`config.mk`:
```
export PLATFORM = sky130hd
export DESIGN_NAME = cube_unit
export DESIGN_NICKNAME = d
export VERILOG_FILES = /design/src/rtl/cube_unit.sv
export SDC_FILE = /design/constraint.sdc
export NUM_CORES = 1
export LEC_CHECK = 0
export BUFFER_PORTS_ARGS = -buffer_cell sky130_fd_sc_hd__buf_4
export CORE_MARGIN = 2
export CORE_UTILIZATION = 55
export CTS_CLUSTER_SIZE = 10
export DETAILED_ROUTE_END_ITERATION = 12
export PLACE_DENSITY = 0.8
export REMOVE_ABC_BUFFERS = 1
export SETUP_SLACK_MARGIN = 0.1
export SLEW_MARGIN = 30
export SYNTH_ARGS = -nofsm -noshare
export SYNTH_HDL_FRONTEND = slang
export SYNTH_SLANG_ARGS = --single-unit
```
`constraint.sdc`:
```
create_clock -name clk_i -period 9.4 [get_ports clk_i]
set_clock_uncertainty 0.15 [all_clocks]
set_input_delay 0.94 -clock clk_i [delete_from_list [all_inputs] [get_ports clk_i]]
set_output_delay 0.94 -clock clk_i [all_outputs]
set_load 0.01 [all_outputs]
```
`src/rtl/cube_unit.sv`:
```
// cube_unit: sequential cube calculator, y = a^3 for an unsigned 8-bit operand.
// A single shift-add multiplier is used twice: first a*a (MUL1), then (a*a)*a (MUL2).
// Each pass consumes one multiplier bit per cycle, LSB first, for 8 cycles.
//
// Ports:
//   clk_i    in   1  clock, rising edge
//   rst_i    in   1  asynchronous active-low reset
//   a_bi     in   8  operand, sampled only when a start is accepted
//   start_i  in   1  start request, level-sampled
//   busy_o   out  2  00 idle, 01 computing a*a, 11 computing (a*a)*a
//   y_bo     out 24  last completed result
module cube_unit (
  input  logic        clk_i,
  input  logic        rst_i,
  input  logic [7:0]  a_bi,
  input  logic        start_i,
  output logic [1:0]  busy_o,
  output logic [23:0] y_bo
);

  typedef enum logic [1:0] {StIdle, StMul1, StMul2} state_e;

  state_e      state_q, state_d;
  logic [7:0]  op_q, op_d;
  logic [15:0] sq_q, sq_d;
  logic [23:0] acc_q, acc_d;
  logic [2:0]  cnt_q, cnt_d;
  logic [23:0] y_q, y_d;

  logic [23:0] addend;
  logic [23:0] acc_sum;
  logic        last_bit;

  assign last_bit = (cnt_q == 3'd7);

  // State register
  always_ff @(posedge clk_i or negedge rst_i) begin
    if (!rst_i) begin
      state_q <= StIdle;
    end else begin
      state_q <= state_d;
    end
  end

  // Next-state logic
  always_comb begin
    state_d = state_q;
    unique case (state_q)
      StIdle: if (start_i)  state_d = StMul1;
      StMul1: if (last_bit) state_d = StMul2;
      StMul2: if (last_bit) state_d = StIdle;
      default:              state_d = StIdle;
    endcase
  end

  // Output logic
  always_comb begin
    busy_o = 2'b00;
    unique case (state_q)
      StMul1:  busy_o = 2'b01;
      StMul2:  busy_o = 2'b11;
      default: busy_o = 2'b00;
    endcase
  end

  assign y_bo = y_q;

  // Shifted partial product for the current multiplier bit; the multiplicand is the
  // operand in MUL1 and the stored square in MUL2, the multiplier is always the operand.
  always_comb begin
    addend = '0;
    unique case (state_q)
      StMul1:  if (op_q[cnt_q]) addend = {16'h0, op_q} << cnt_q;
      StMul2:  if (op_q[cnt_q]) addend = {8'h0, sq_q} << cnt_q;
      default: addend = '0;
    endcase
  end

  assign acc_sum = acc_q + addend;

  // Datapath next-state
  always_comb begin
    op_d  = op_q;
    sq_d  = sq_q;
    acc_d = acc_q;
    cnt_d = cnt_q;
    y_d   = y_q;
    unique case (state_q)
      StIdle: begin
        if (start_i) begin
          op_d  = a_bi;
          acc_d = '0;
          cnt_d = '0;
        end
      end
      StMul1: begin
        // Counter wraps 7 -> 0, which is exactly the restart MUL2 needs.
        cnt_d = cnt_q + 3'd1;
        if (last_bit) begin
          sq_d  = acc_sum[15:0];
          acc_d = '0;
        end else begin
          acc_d = acc_sum;
        end
      end
      StMul2: begin
        cnt_d = cnt_q + 3'd1;
        if (last_bit) begin
          y_d   = acc_sum;
          acc_d = '0;
        end else begin
          acc_d = acc_sum;
        end
      end
      default: begin
        acc_d = '0;
        cnt_d = '0;
      end
    endcase
  end

  // Datapath registers
  always_ff @(posedge clk_i or negedge rst_i) begin
    if (!rst_i) begin
      op_q  <= '0;
      sq_q  <= '0;
      acc_q <= '0;
      cnt_q <= '0;
      y_q   <= '0;
    end else begin
      op_q  <= op_d;
      sq_q  <= sq_d;
      acc_q <= acc_d;
      cnt_q <= cnt_d;
      y_q   <= y_d;
    end
  end

endmodule

```
==> results of run 1 <==
-- routing by layer --
| layer | share of wire | vias up |
|---|---|---|
| li1 | - | 2017 |
| met5 | 0 | - |
| met2 | 0.46 | 135 |
| met3 | 0.061 | 22 |
| met1 | 0.46 | 2017 |
| met4 | 0.018 | 0 |
-- where the power goes --
group | total, uW | switching [uW] | internal [uW]
combinational | 511 | 305 | 205
clock | 211 | 114 | 97.2
sequential | 433 | 55.8 | 377
total | 1150 | 475 | 680
-- cells in the mapped netlist (all sizes together), types with 3 or more instances --
| library cell | n | share of area |
|---|---|---|
| o22ai | 5 | 0.0061 |
| nor2b | 8 | 0.0098 |
| nand2 | 62 | 0.045 |
| a22o | 15 | 0.026 |
| or3 | 4 | 0.0049 |
| and2 | 3 | 0.0037 |
| a22oi | 7 | 0.010 |
| a31o | 3 | 0.0051 |
| mux2 | 44 | 0.097 |
| a211oi | 9 | 0.013 |
| o21ai | 49 | 0.048 |
| nor3 | 3 | 0.0029 |
| inv | 8 | 0.0059 |
| xor2 | 7 | 0.012 |
| dfrtp | 77 | 0.38 |
| nor2 | 39 | 0.029 |
| mux2i | 25 | 0.049 |
| a21o | 7 | 0.010 |
| buf | 8 | 0.0078 |
| a21oi | 35 | 0.035 |
| ha | 30 | 0.073 |
| xnor2 | 11 | 0.019 |
| o21a | 6 | 0.0088 |
| nand3 | 13 | 0.013 |
| a221oi | 4 | 0.0068 |
| clkbuf | 25 | 0.019 |
-- stage by stage --
| step | utilization | setup WS [ns] | hold WS [ns] | power [uW] |
|---|---|---|---|---|
| 2_1_floorplan | - | 4.69 | 0.306 | 797 |
| 3_3_place_gp | 0.595 | 4.83 | 0.316 | 917 |
| 3_5_place_dp | 0.595 | 4.75 | 0.326 | 939 |
| 4_1_cts | 0.611 | 4.73 | 0.341 | 1150 |
| 5_1_grt | 0.612 | 4.36 | 0.381 | 1220 |
| 6_report | 0.612 | 4.70 | 0.334 | 1150 |
-- cell families (layout without fill, tap and decap cells) --
kind of cell               count (synthesis)  count (layout)  share of synthesized area
AOI/OAI and AO/OA                        159             159                      0.201
muxes                                     71              71                      0.154
buffers and inverters                     41              62                     0.0324
xor gates and xnor gates                  18              18                     0.0307
adders and majority gates                 31              31                     0.0770
DFF                                       77              77                      0.375
and+or+nand+nor                          147             147                      0.129
-- critical path: stages, from the launching register on --
cell and delay [ns]:
dfrtp_1 0.32, buf_4 0.40, mux4_2 0.55, and2_1 0.21, o21ai_1 0.45, inv_1 0.09, nand2_1 0.23, o22ai_1 0.12
ha_1 0.38, or2_4 0.29, a31o_1 0.24, a21o_1 0.19, a21o_1 0.19, a221o_1 0.39, or3_1 0.36, nand3_1 0.08
-- area by class of cell --
type	count	area (sq um)
Timing Repair Buffer	41	312
Tap cell	111	139
Clock buffer	10	138
Sequential cell	77	1930
Clock inverter	3	15.0
Multi-Input combinational cell	426	3040
Fill cell	751	3550
Inverter	8	30.0
-- sequential cells by signal, summed over array words and instances (netlist names) --
signal	count
state_q	2
op_q	8
cnt_q	3
y_bo	24
sq_q	16
acc_q	24
-- how the worst min path moves through the flow --
| stage | from | end | slack (ns) | cells after the start |
|---|---|---|---|---|
| after detailed placement | y_bo[14]$_DFFE_PN0P_ | y_bo[14]$_DFFE_PN0P_ | 0.33 | 2 |
| after CTS | y_bo[14]$_DFFE_PN0P_ | y_bo[14]$_DFFE_PN0P_ | 0.34 | 2 |
| after floorplan | acc_q[10]$_DFFE_PN0P_ | acc_q[10]$_DFFE_PN0P_ | 0.31 | 2 |
| final | y_bo[14]$_DFFE_PN0P_ | y_bo[14]$_DFFE_PN0P_ | 0.33 | 2 |
| after global placement | y_bo[19]$_DFFE_PN0P_ | y_bo[19]$_DFFE_PN0P_ | 0.32 | 2 |
| after global routing | y_bo[0]$_DFFE_PN0P_ | y_bo[0]$_DFFE_PN0P_ | 0.38 | 1 |
==> flow_summary_export.csv, run 1 <==
group,metric,value,unit
setup_path,endpoint_kind,"flop",
floorplanning,initial_utilization,0.561,
finish,synthToLayoutAreaGrowth,9.12,%
timing,max_slew_margin,0.351,
yosys,synth.cell_area,5130,sq um
timing,tightest_slew,0.970,ns
min_path,hold_class,"flop to flop",
timing,fmax,0.213,GHz
finish,nets,605,
drt,drt-wirelength-per-cell,17.8,um
yosys,synthFlopType,"dfrtp_1",
yosys,yosysSeqAreaShare,0.375,
clock_network,cts.repair.resized,0,
finish,finalNonFillerCells,676,
floorplanning,die_h,101,um
setup_path,cp_max_fo,35,
grt,grtUsageMet1,0.352,
clock_network,cts_max_level,3,
timing,min_period_over_period,0.500,
placed_design,post-place-cells,663,
setup_path,path_class,"flop to flop",
drt,drtIter0Drc,325,
grt,grt-ovfl-total,0,
setup_path,r2r-start,"cnt_q[0]$_DFFE_PN0P_",
floorplanning,pin_count,37,
grt,antenna_found_initial,0,
drt,drc,0,
clock_network,cts_buffers,9,
clock_network,cts_hold_buf,0,
setup_path,worst-r2r-setup-slack,4.70,ns
setup_path,cp-startpoint,"cnt_q[0]$_DFFE_PN0P_",
power_and_ir_drop,p_leak,0.00266,uW
grt,grt_pass1_wl,20.1,mm
finish,final_cell_mix,"dfrtp_1 (76), nand2_1 (62), o21ai_0 (47), mux2_2 (44), buf_4 (40)",
setup_path,reg2reg_to,"acc_q[20]$_DFFE_PN0P_",
clock_network,clockBufferDepth,2,
setup_path,cp.required,9.54,ns
grt,grtUsageMet3,0.0458,
power_and_ir_drop,ir_drop,0.0965,mV
yosys,ys_ff_latch,77,
placed_design,placed_area,5440,sq um
placed_design,hpwl,8.54,mm
grt,grt.busiest_layer,"met2",
yosys,ys_types,63,
clock_network,clock_latency,0.35,ns
finish,drive_above_1_share,0.193,
clock_network,cts.sinks,77,
finish,final_common_cell,"dfrtp_1",
setup_path,start_kind,"flop",
timing,drv_slew,0,
placed_design,portBuffers,36,
grt,grt_pass1_vias,4068,
clock_network,path_clk_slew,0.08,ns
grt,grt.total_usage,0.249,
floorplanning,die_w,101,um
yosys,ys.warnings.count,0,
yosys,syn_inst,544,
yosys,avgSynthCellArea,9.43,sq um
floorplanning,fp-row-count,35,
drt,first_pass_iters,4,
grt,grt_max_degree,78,
floorplanning,die_area,10100,sq um
timing,finalHoldViolCount,0,
power_and_ir_drop,p_per_area,206,nW/um^2
timing,post-route-min-period,4.70,ns
yosys,synth_edf_count,0,
drt,drtAntennaViolNets,0,
clock_network,cts-root-buf,"clkbuf_8",
placed_design,place.gp.congestion,0.970,
job,drv_cap,0,
finish,fin_area,5600,sq um
finish,n_antenna_cell,0,
setup_path,critPathArrivalTime,4.84,ns
yosys,async_reset_ff_frac,1.00,
floorplanning,core_area,9150,sq um
drt,vias,4191,
timing,tns,0,ns
clock_network,cts_setup_buffers,0,
setup_path,cp-endpoint,"acc_q[20]$_DFFE_PN0P_",
drt,detail_route.vias_per_cell,6.20,
timing,rsz0062_at_grt,"no",
grt,grt_use_met2,0.394,
run_status,status,"finished clean",
setup_path,r2r_cells,15,
timing,setup_violations,0,
drt,routed_wl,12.0,mm
clock_network,cts_tree,"yes",
(Power assumes the default switching activity.)
==> run 2: changes to the inputs <==
Settings changed: ABC_AREA from default to 1, PLACE_DENSITY 0.8 to 0.79.
Clock period 9.4 ns to 4.43 ns, I/O delays scaled along.
==> flow_summary_export.csv, run 2 <==
group,metric,value,unit
finish,fin_area,6340,sq um
floorplanning,die_h,107,um
yosys,synth.area.top_cells,"dfrtp_1 (33%), nand2_1 (23%), nand3_1 (7.0%)",
timing,drv_slew,0,
setup_path,start_kind,"flop",
drt,drtIter0Drc,439,
timing,rsz0062_at_grt,"no",
drt,first_pass_iters,5,
clock_network,clock_latency,0.39,ns
setup_path,crit_top_cell,"nand2_1",
yosys,synth_edf_count,0,
drt,drt-wirelength-per-cell,15.2,um
min_path,hold_class,"input pin to flop",
yosys,ys_ff_latch,77,
timing,tightest_slew,0.701,ns
yosys,ys.warnings.count,0,
setup_path,cpPeakStageDelay,0.40,ns
floorplanning,die_area,11400,sq um
yosys,avgSynthCellArea,6.59,sq um
finish,drive_above_1_share,0.0992,
timing,min_period_over_period,0.817,
yosys,synth.cell_area,5810,sq um
clock_network,cts.sinks,77,
setup_path,crit_buf_inv,2,
power_and_ir_drop,p_leak,0.00358,uW
setup_path,path_class,"flop to flop",
clock_network,cts_setup_buffers,0,
power_and_ir_drop,total_power,2390,uW
finish,final_cell_mix,"nand2_1 (353), inv_1 (103), nand3_1 (81), dfrtp_1 (77), o21ai_0 (47)",
grt,grt_pass1_wl,26.8,mm
yosys,syn_inst,882,
grt,grt-ovfl-total,0,
placed_design,placed_area,6160,sq um
yosys,async_reset_ff_frac,1.00,
floorplanning,initial_utilization,0.565,
timing,post-route-min-period,3.62,ns
floorplanning,pin_count,37,
grt,grt_pass1_vias,5289,
placed_design,hpwl,11.9,mm
power_and_ir_drop,p_per_area,377,nW/um^2
finish,synthToLayoutAreaGrowth,9.17,%
drt,vias,5671,
clock_network,cts_buffers,9,
yosys,synth_common_cells,"nand2_1 (353), inv_1 (103), nand3_1 (81)",
setup_path,cp_max_fo,30,
yosys,yosys.area.top_type,"dfrtp_1",
setup_path,endpoint_kind,"flop",
grt,antenna_found_initial,0,
clock_network,clockBufferDepth,2,
clock_network,cts-root-buf,"clkbuf_8",
drt,routed_wl,16.0,mm
setup_path,crit_path_top_delay_cell,"dfrtp_1",
setup_path,cp_top_family,"simple AND/OR/NAND/NOR gates",
setup_path,worstPathCellList,"inv_2 > nand3_1 > nand3_2 > nand2_1 > nand2_2 > nand2_2 > inv_1 > nand2_1 > a21oi_1 > ha_1 > nand2_1 > nor2_1 > nand2_1 > nor2_1 > nor2_1 > nand2_1 > nand2_1 > nand3_1 > nand2_1",
setup_path,cp.required,4.55,ns
floorplanning,fp-row-count,37,
job,drv_cap,0,
power_and_ir_drop,ir_drop,0.349,mV
placed_design,place.gp.congestion,1.00,
drt,drc,0,
finish,nets,954,
timing,tns,0,ns
clock_network,cts_max_level,3,
setup_path,worst-r2r-setup-slack,0.81,ns
yosys,ys_types,41,
floorplanning,die_w,107,um
yosys,synth_top_cell_area_share,0.332,
timing,max_slew_margin,0.533,
finish,n_antenna_cell,0,
timing,setup_violations,0,
placed_design,portBuffers,36,
run_status,status,"finished clean",
yosys,synth_most_common_cell,"nand2_1",
grt,grt_max_degree,78,
drt,detail_route.vias_per_cell,5.39,
timing,fmax,0.276,GHz
yosys,yosysSeqAreaShare,0.332,
clock_network,path_clk_slew,0.09,ns
grt,grt.total_usage,0.302,
timing,finalHoldViolCount,0,
setup_path,critPathArrivalTime,3.74,ns
finish,nFillCells,1026,
drt,drtAntennaViolNets,0,
clock_network,cts_tree,"yes",
finish,final_common_cell,"nand2_1",
yosys,synthFlopType,"dfrtp_1",
floorplanning,core_area,10300,sq um
run 2: cell families after synthesis:
kind of cell,count (synthesis),synth area share
AND/OR/NAND/NOR,523,0.380
buffers and inverters,133,0.0958
AO/OA/AOI/OAI,98,0.0904
flip-flops,77,0.332
adder cells (fa/ha/maj),31,0.0680
multiplexers,12,0.0220
XOR/XNOR,8,0.0121
run 2: metrics by stage:
step	hold slack [ns]	cells	utilization	setup slack [ns]
after floorplan	-0.00259	856	-	1.18
after global placement	0.314	1036	0.599	0.819
after detailed placement	0.318	1036	0.599	0.907
after CTS	0.0951	1052	0.616	0.880
after global routing	0.148	1053	0.617	0.478
final	0.147	1053	0.617	0.811
run 2: where the power goes:
part | total (uW) | switching (uW) | internal [uW]
registers | 841 | 62.1 | 778
logic | 1050 | 711 | 336
clock network | 501 | 293 | 208
run 2: area by class of cell:
| class | count | area [sq um] | share of cell area |
|---|---|---|---|
| sequential | 77 | 1930 | 0.304 |
| multi-input combinational | 672 | 3330 | 0.525 |
| clock inverter | 6 | 46.3 | 0.00730 |
| tap | 136 | 170 | 0.0268 |
| inverter | 107 | 402 | 0.0633 |
| clock buffer | 10 | 128 | 0.0201 |
| timing repair buffer | 45 | 344 | 0.0542 |
run 2: final timing paths:
| kind | start | end | cells after the start |
|---|---|---|---|
| min in group asynchronous | rst_i | y_bo[4]$_DFFE_PN0P_ | 2 |
| setup reg to reg | cnt_q[1]$_DFFE_PN0P_ | y_bo[18]$_DFFE_PN0P_ | 19 |
| hold / removal | a_bi[0] | op_q[0]$_DFFE_PN0P_ | 2 |
| setup / recovery | cnt_q[1]$_DFFE_PN0P_ | y_bo[18]$_DFFE_PN0P_ | 19 |
| hold reg to reg | y_bo[9]$_DFFE_PN0P_ | y_bo[9]$_DFFE_PN0P_ | 2 |
| max in group asynchronous | rst_i | y_bo[15]$_DFFE_PN0P_ | 2 |
run 2: timing repair:
item,in CTS,in global routing
resized for setup,0,0
hold buffers,0,1
endpoints found under the hold margin,0,7
run 2: layer usage:
layer	vias to the layer above	GRT usage	wire, um
met5	-	0	0
met4	0	0.0937	359
met3	29	0.0523	1210
met2	219	0.455	6830
met1	2559	0.444	7610
li1	2864	-	-
